**src/rtl/score_display.sv**
```systemverilog
// Dinosaur-game score keeper: 4-digit BCD tick counter plus a serial driver
// that shifts a 64-bit seven-segment frame out to the board's SEGLED display.
module score_display #(
  parameter int CLK_DIV = 2
) (
  input  logic        clk,
  input  logic        rst,
  input  logic        game_clk,
  input  logic        start,
  input  logic        game_over,
  output logic [15:0] score,
  output logic        seg_clk,
  output logic        seg_do,
  output logic        seg_pen,
  output logic        seg_clr,
  output logic        busy
);

  localparam logic [1:0] IDLE  = 2'd0;
  localparam logic [1:0] LOAD  = 2'd1;
  localparam logic [1:0] SHIFT = 2'd2;
  localparam logic [1:0] LATCH = 2'd3;

  localparam logic [7:0] DIV_LAST = 8'(CLK_DIV - 1);

  function automatic logic [7:0] seg7(input logic [3:0] d);
    case (d)
      4'd0:    seg7 = 8'hC0;
      4'd1:    seg7 = 8'hF9;
      4'd2:    seg7 = 8'hA4;
      4'd3:    seg7 = 8'hB0;
      4'd4:    seg7 = 8'h99;
      4'd5:    seg7 = 8'h92;
      4'd6:    seg7 = 8'h82;
      4'd7:    seg7 = 8'hF8;
      4'd8:    seg7 = 8'h80;
      4'd9:    seg7 = 8'h90;
      default: seg7 = 8'hFF;
    endcase
  endfunction

  function automatic logic [15:0] bcd_inc(input logic [15:0] v);
    logic [15:0] r;
    logic        c;
    r = v;
    c = 1'b1;
    for (int i = 0; i < 4; i++) begin
      if (c) begin
        if (v[i*4 +: 4] >= 4'd9) begin
          r[i*4 +: 4] = 4'd0;
        end else begin
          r[i*4 +: 4] = v[i*4 +: 4] + 4'd1;
          c = 1'b0;
        end
      end
    end
    return r;
  endfunction

  logic        game_clk_q, start_q;
  logic        running_q, running_d;
  logic [15:0] score_q, score_d;
  logic [1:0]  state_q, state_d;
  logic [15:0] shown_q, shown_d;
  logic        pending_init_q, pending_init_d;
  logic [63:0] frame_q, frame_d;
  logic [5:0]  bit_cnt_q, bit_cnt_d;
  logic [7:0]  div_q, div_d;
  logic        phase_q, phase_d;
  logic        seg_clk_q, seg_clk_d;
  logic        seg_pen_q, seg_pen_d;
  logic        busy_q, busy_d;
  logic        seg_clr_q;
  logic        tick, start_edge;

  assign tick       = game_clk & ~game_clk_q;
  assign start_edge = start & ~start_q;

  always_comb begin
    running_d = start_edge ? 1'b1 : running_q;
    score_d   = score_q;
    if (game_over) running_d = 1'b0;
    // A fresh run's clear takes priority over a coincident tick.
    if (start_edge) score_d = 16'h0000;
    else if (tick && running_q && !game_over) score_d = bcd_inc(score_q);
  end

  always_comb begin
    state_d        = state_q;
    shown_d        = shown_q;
    pending_init_d = pending_init_q;
    frame_d        = frame_q;
    bit_cnt_d      = bit_cnt_q;
    div_d          = div_q;
    phase_d        = phase_q;
    seg_clk_d      = seg_clk_q;
    seg_pen_d      = seg_pen_q;
    busy_d         = busy_q;
    case (state_q)
      IDLE: if (score_q != shown_q || pending_init_q) state_d = LOAD;
      LOAD: begin
        shown_d        = score_q;
        frame_d        = {32'hFFFF_FFFF, seg7(score_q[15:12]), seg7(score_q[11:8]),
                          seg7(score_q[7:4]), seg7(score_q[3:0])};
        pending_init_d = 1'b0;
        seg_pen_d      = 1'b0;
        busy_d         = 1'b1;
        seg_clk_d      = 1'b0;
        bit_cnt_d      = 6'd0;
        div_d          = 8'd0;
        phase_d        = 1'b0;
        state_d        = SHIFT;
      end
      SHIFT: begin
        if (div_q == DIV_LAST) begin
          div_d = 8'd0;
          if (!phase_q) begin
            phase_d   = 1'b1;
            seg_clk_d = 1'b1;
          end else if (bit_cnt_q == 6'd63) begin
            seg_clk_d = 1'b0;
            seg_pen_d = 1'b1;
            busy_d    = 1'b0;
            state_d   = LATCH;
          end else begin
            // Falling edge: next bit moves onto seg_do (frame MSB).
            phase_d   = 1'b0;
            seg_clk_d = 1'b0;
            frame_d   = {frame_q[62:0], 1'b0};
            bit_cnt_d = bit_cnt_q + 6'd1;
          end
        end else begin
          div_d = div_q + 8'd1;
        end
      end
      LATCH: begin
        frame_d = 64'd0;
        state_d = IDLE;
      end
      default: state_d = IDLE;
    endcase
  end

  always_ff @(posedge clk or posedge rst) begin
    if (rst) begin
      game_clk_q     <= 1'b0;
      start_q        <= 1'b0;
      running_q      <= 1'b0;
      score_q        <= 16'h0000;
      state_q        <= IDLE;
      shown_q        <= 16'h0000;
      pending_init_q <= 1'b1;
      frame_q        <= 64'd0;
      bit_cnt_q      <= 6'd0;
      div_q          <= 8'd0;
      phase_q        <= 1'b0;
      seg_clk_q      <= 1'b0;
      seg_pen_q      <= 1'b1;
      busy_q         <= 1'b0;
      seg_clr_q      <= 1'b0;
    end else begin
      game_clk_q     <= game_clk;
      start_q        <= start;
      running_q      <= running_d;
      score_q        <= score_d;
      state_q        <= state_d;
      shown_q        <= shown_d;
      pending_init_q <= pending_init_d;
      frame_q        <= frame_d;
      bit_cnt_q      <= bit_cnt_d;
      div_q          <= div_d;
      phase_q        <= phase_d;
      seg_clk_q      <= seg_clk_d;
      seg_pen_q      <= seg_pen_d;
      busy_q         <= busy_d;
      seg_clr_q      <= 1'b1;
    end
  end

  assign score   = score_q;
  assign seg_clk = seg_clk_q;
  assign seg_do  = frame_q[63];
  assign seg_pen = seg_pen_q;
  assign seg_clr = seg_clr_q;
  assign busy    = busy_q;

endmodule

```
**config.mk**
```make
export PLATFORM = sky130hd
export DESIGN_NAME = score_display
export DESIGN_NICKNAME = d
export VERILOG_FILES = /design/src/rtl/score_display.sv
export SDC_FILE = /design/constraint.sdc
export NUM_CORES = 1
export LEC_CHECK = 0
export CAP_MARGIN = 10
export CORE_MARGIN = 5
export CORE_UTILIZATION = 45
export DETAILED_ROUTE_END_ITERATION = 10
export PLACE_DENSITY = 0.66
export SLEW_MARGIN = 20
export SYNTH_ARGS = -nofsm -noshare
export SYNTH_HDL_FRONTEND = slang
export SYNTH_SLANG_ARGS = --single-unit
```
**constraint.sdc**
```tcl
create_clock -name clk -period 5.1 [get_ports clk]
set_clock_uncertainty 0.2 [all_clocks]
set_input_delay 1.53 -clock clk [delete_from_list [all_inputs] [get_ports clk]]
set_output_delay 1.53 -clock clk [all_outputs]
set_load 0.01 [all_outputs]
```
==> impl_metrics.json <==
{
  "worstReg2RegStart": "state_q[0]",
  "die_area_um2": 17100,
  "gr-total-overflow": 0,
  "drive_above_1_share_pct": 12.9,
  "finalWorstSetupSlack_ps": 1640,
  "max_freq_mhz": 289,
  "crit_path_start": "start",
  "grt_pass1_vias": 4616,
  "root_buffer": "clkbuf_16",
  "synth-adder-area-share_pct": 4.77,
  "post-route-min-period_ps": 3460,
  "drtIter0Drc": 330,
  "worst-setup-path-type": "input pin to register",
  "synth-xor-area-share_pct": 2.67,
  "start_util_pct": 45.5,
  "syn_area_per_cell_um2": 10.1,
  "final_cells": 849,
  "ys_ff_latch": 121,
  "tightest_slew_ps": 1090,
  "synth_top_family_by_area": "multiplexers",
  "dr_total_vias": 4516,
  "hold_start": "pending_init_q",
  "required_ps": 5230,
  "layout_commonest_cell": "dfrtp_1",
  "ys_async_sr_fraction_pct": 100,
  "rows": 44,
  "hpwlAfterDp_um": 8120,
  "ctsHoldBuffers": 0,
  "cts_tree": "built",
  "synth_compound_area_share_pct": 14.2,
  "yosys-mux-area-fraction_pct": 15.3,
  "cp-end-kind": "register",
  "syn_area_um2": 6560,
  "status": "completed",
  "ir_worst_vdd_v": 0.000370,
  "routedWlPerCell_um": 15.0,
  "grt_pass1_wl_um": 22400,
  "area_delta_synth_final_pct": 14.0,
  "synth_ff_type": "dfrtp_1",
  "grt_max_degree": 73,
  "crit_fanout": 11,
  "antenna_found_initial": 0,
  "core_area_um2": 14400,
  "h-tree-depth": 4,
  "path_cells": "clkdlybuf4s50_1 -> nor2b_1 -> a31oi_1 -> or3_1 -> o31ai_1",
  "yosysUniqueCellTypes": 53,
  "ctsLongestPathBuffers": 2,
  "postCtsSetupBuffers": 0,
  "netlist_instances": 647,
  "clk_pin_slew_ps": 60,
  "min_period_over_period_pct": 67.8,
  "port_buffers": 25,
  "seq_area_frac_synth_pct": 46.2,
  "drc": 0,
  "grt_usage_pct": 16.5,
  "fin_tns_setup_ps": 0,
  "yosys.area_share.simple_pct": 10.9,
  "dp_slack_ps": 1220,
  "gp_congestion": 0.805,
  "hold_violations": 0,
  "nets": 684,
  "antenna_cells": 0,
  "drtAntennaViolNets": 0,
  "clk_latency_ps": 420,
  "rsz0062_at_grt": "no",
  "p_leak_nw": 3.58,
  "ctsResizeCount": 0,
  "die_h_um": 131,
  "ioPinCount": 26,
  "p_per_area_nw_per_um2": 659,
  "hold_path_class": "register to register",
  "viasPerCell": 5.32,
  "cts_sinks": 121,
  "crit_path_start_kind": "input pin",
  "firstDrtPassIters": 4,
  "slew_headroom_pct": 27.5,
  "dp.cells": 819,
  "cp.arrival_ps": 3590,
  "final_cell_mix": "119 x dfrtp_1, 63 x o21ai_0, 55 x inv_1",
  "cap_violations": 0,
  "synth_nets": 677,
  "final_max_slew_viol_count": 0,
  "max_stage_delay_ps": 620,
  "synth_edf_count": 0,
  "yosys_warnings": 0,
  "worst_path_max_delay_cell": "nor2b_1",
  "setup_viol": 0,
  "die_x_um": 131,
  "finalWirelength_um": 12800,
  "numCtsBuffers": 17
}
==> final timing paths <==
check | slack (ps) | endpoint | depth (start not counted)
max in group asynchronous | 2380 | pending_init_q | 3
hold reg to reg | 280 | pending_init_q | 1
hold / removal | 280 | pending_init_q | 1
setup / recovery | 1640 | score[15] | 5
setup reg to reg | 2120 | frame_q[19] | 7
min in group asynchronous | 1460 | frame_q[63] | 2
==> flip-flops by register name, indices dropped and copies added (netlist names) <==
name            count
seg_pen             1
phase_q             1
seg_clk             1
game_clk_q          1
bit_cnt_q           6
frame_q            64
running_q           1
div_q               8
score              16
pending_init_q      1
busy                1
seg_clr             1
shown_q            16
state_q             2
start_q             1
==> cell usage after synthesis (2+ instances only) <==
cell	number	area share [%]
a211oi_1	2	0.23
a21o_1	5	0.57
a21oi_1	53	4.0
a22o_1	9	1.2
a31oi_1	3	0.29
a41oi_1	3	0.40
and3_1	6	0.57
buf_1	4	0.23
buf_2	4	0.31
buf_6	3	0.51
clkbuf_1	29	1.7
dfrtp_1	119	45
dfstp_2	2	0.80
ha_1	25	4.8
inv_1	56	3.2
mux2_1	5	0.86
mux2_2	19	3.3
mux2_4	24	5.5
mux2i_1	37	5.6
nand2_1	38	2.2
nand2b_1	23	2.2
nand3_1	15	1.1
nand4_1	3	0.29
nor2_1	31	1.8
nor2b_1	5	0.48
nor3_1	3	0.23
nor4_1	3	0.29
o21a_1	4	0.46
o21ai_0	63	4.8
o31a_1	4	0.53
o31ai_1	5	0.57
or3_1	3	0.29
xor2_1	19	2.5
==> through the flow <==
| step | instance area [µm²] | util (%) | total power (W) | hold slack, ps |
|---|---|---|---|---|
| final | 7480 | 51.8 | 0.00493 | 285 |
| after global routing | 7480 | 51.8 | 0.00532 | 297 |
| after CTS | 7480 | 51.8 | 0.00498 | 291 |
| after detailed placement | 6920 | 48.0 | 0.00380 | 281 |
| after global placement | 6920 | 48.0 | 0.00369 | 272 |
| after floorplan | 6560 | - | 0.00331 | 262 |
==> per-layer routing <==
layer / vias up / global-route usage (%) / part of all wire, %
met2: 68 / 26.1 / 47
li1: 2239 / - / -
met1: 2186 / 21.7 / 47
met4: 0 / 7.38 / 1.7
met3: 23 / 3.90 / 3.6
met5: - / 0 / 0
==> cell families after synthesis <==
kind of cell | after synthesis
fa+ha+maj | 25
mux | 85
compound gates | 160
buf+inv | 96
other cells | 1
xor+xnor | 20
simple gates | 139
flops | 121
==> power breakdown <==
part	switching, W	internal [W]	total (W)
combinational	0.00112	0.00104	0.00216
clock	0.000414	0.000732	0.00115
sequential	0.000298	0.00132	0.00162
total	0.00184	0.00309	0.00493
==> critical path: cells and delay by family <==
| family | cells | cell delay (ps) |
|---|---|---|
| buf+inv | 1 | 480 |
| compound gates | 2 | 480 |
| simple gates | 2 | 1090 |
==> area by class of cell <==
cell class	instances	area, µm²
Multi-Input combinational cell	430	3160
Clock buffer	21	460
Timing Repair Buffer	28	285
Tap cell	184	230
Sequential cell	121	3030
Clock inverter	9	100
Fill cell	1315	6950
Inverter	56	213
No activity file was read; power rests on OpenSTA's default activity.
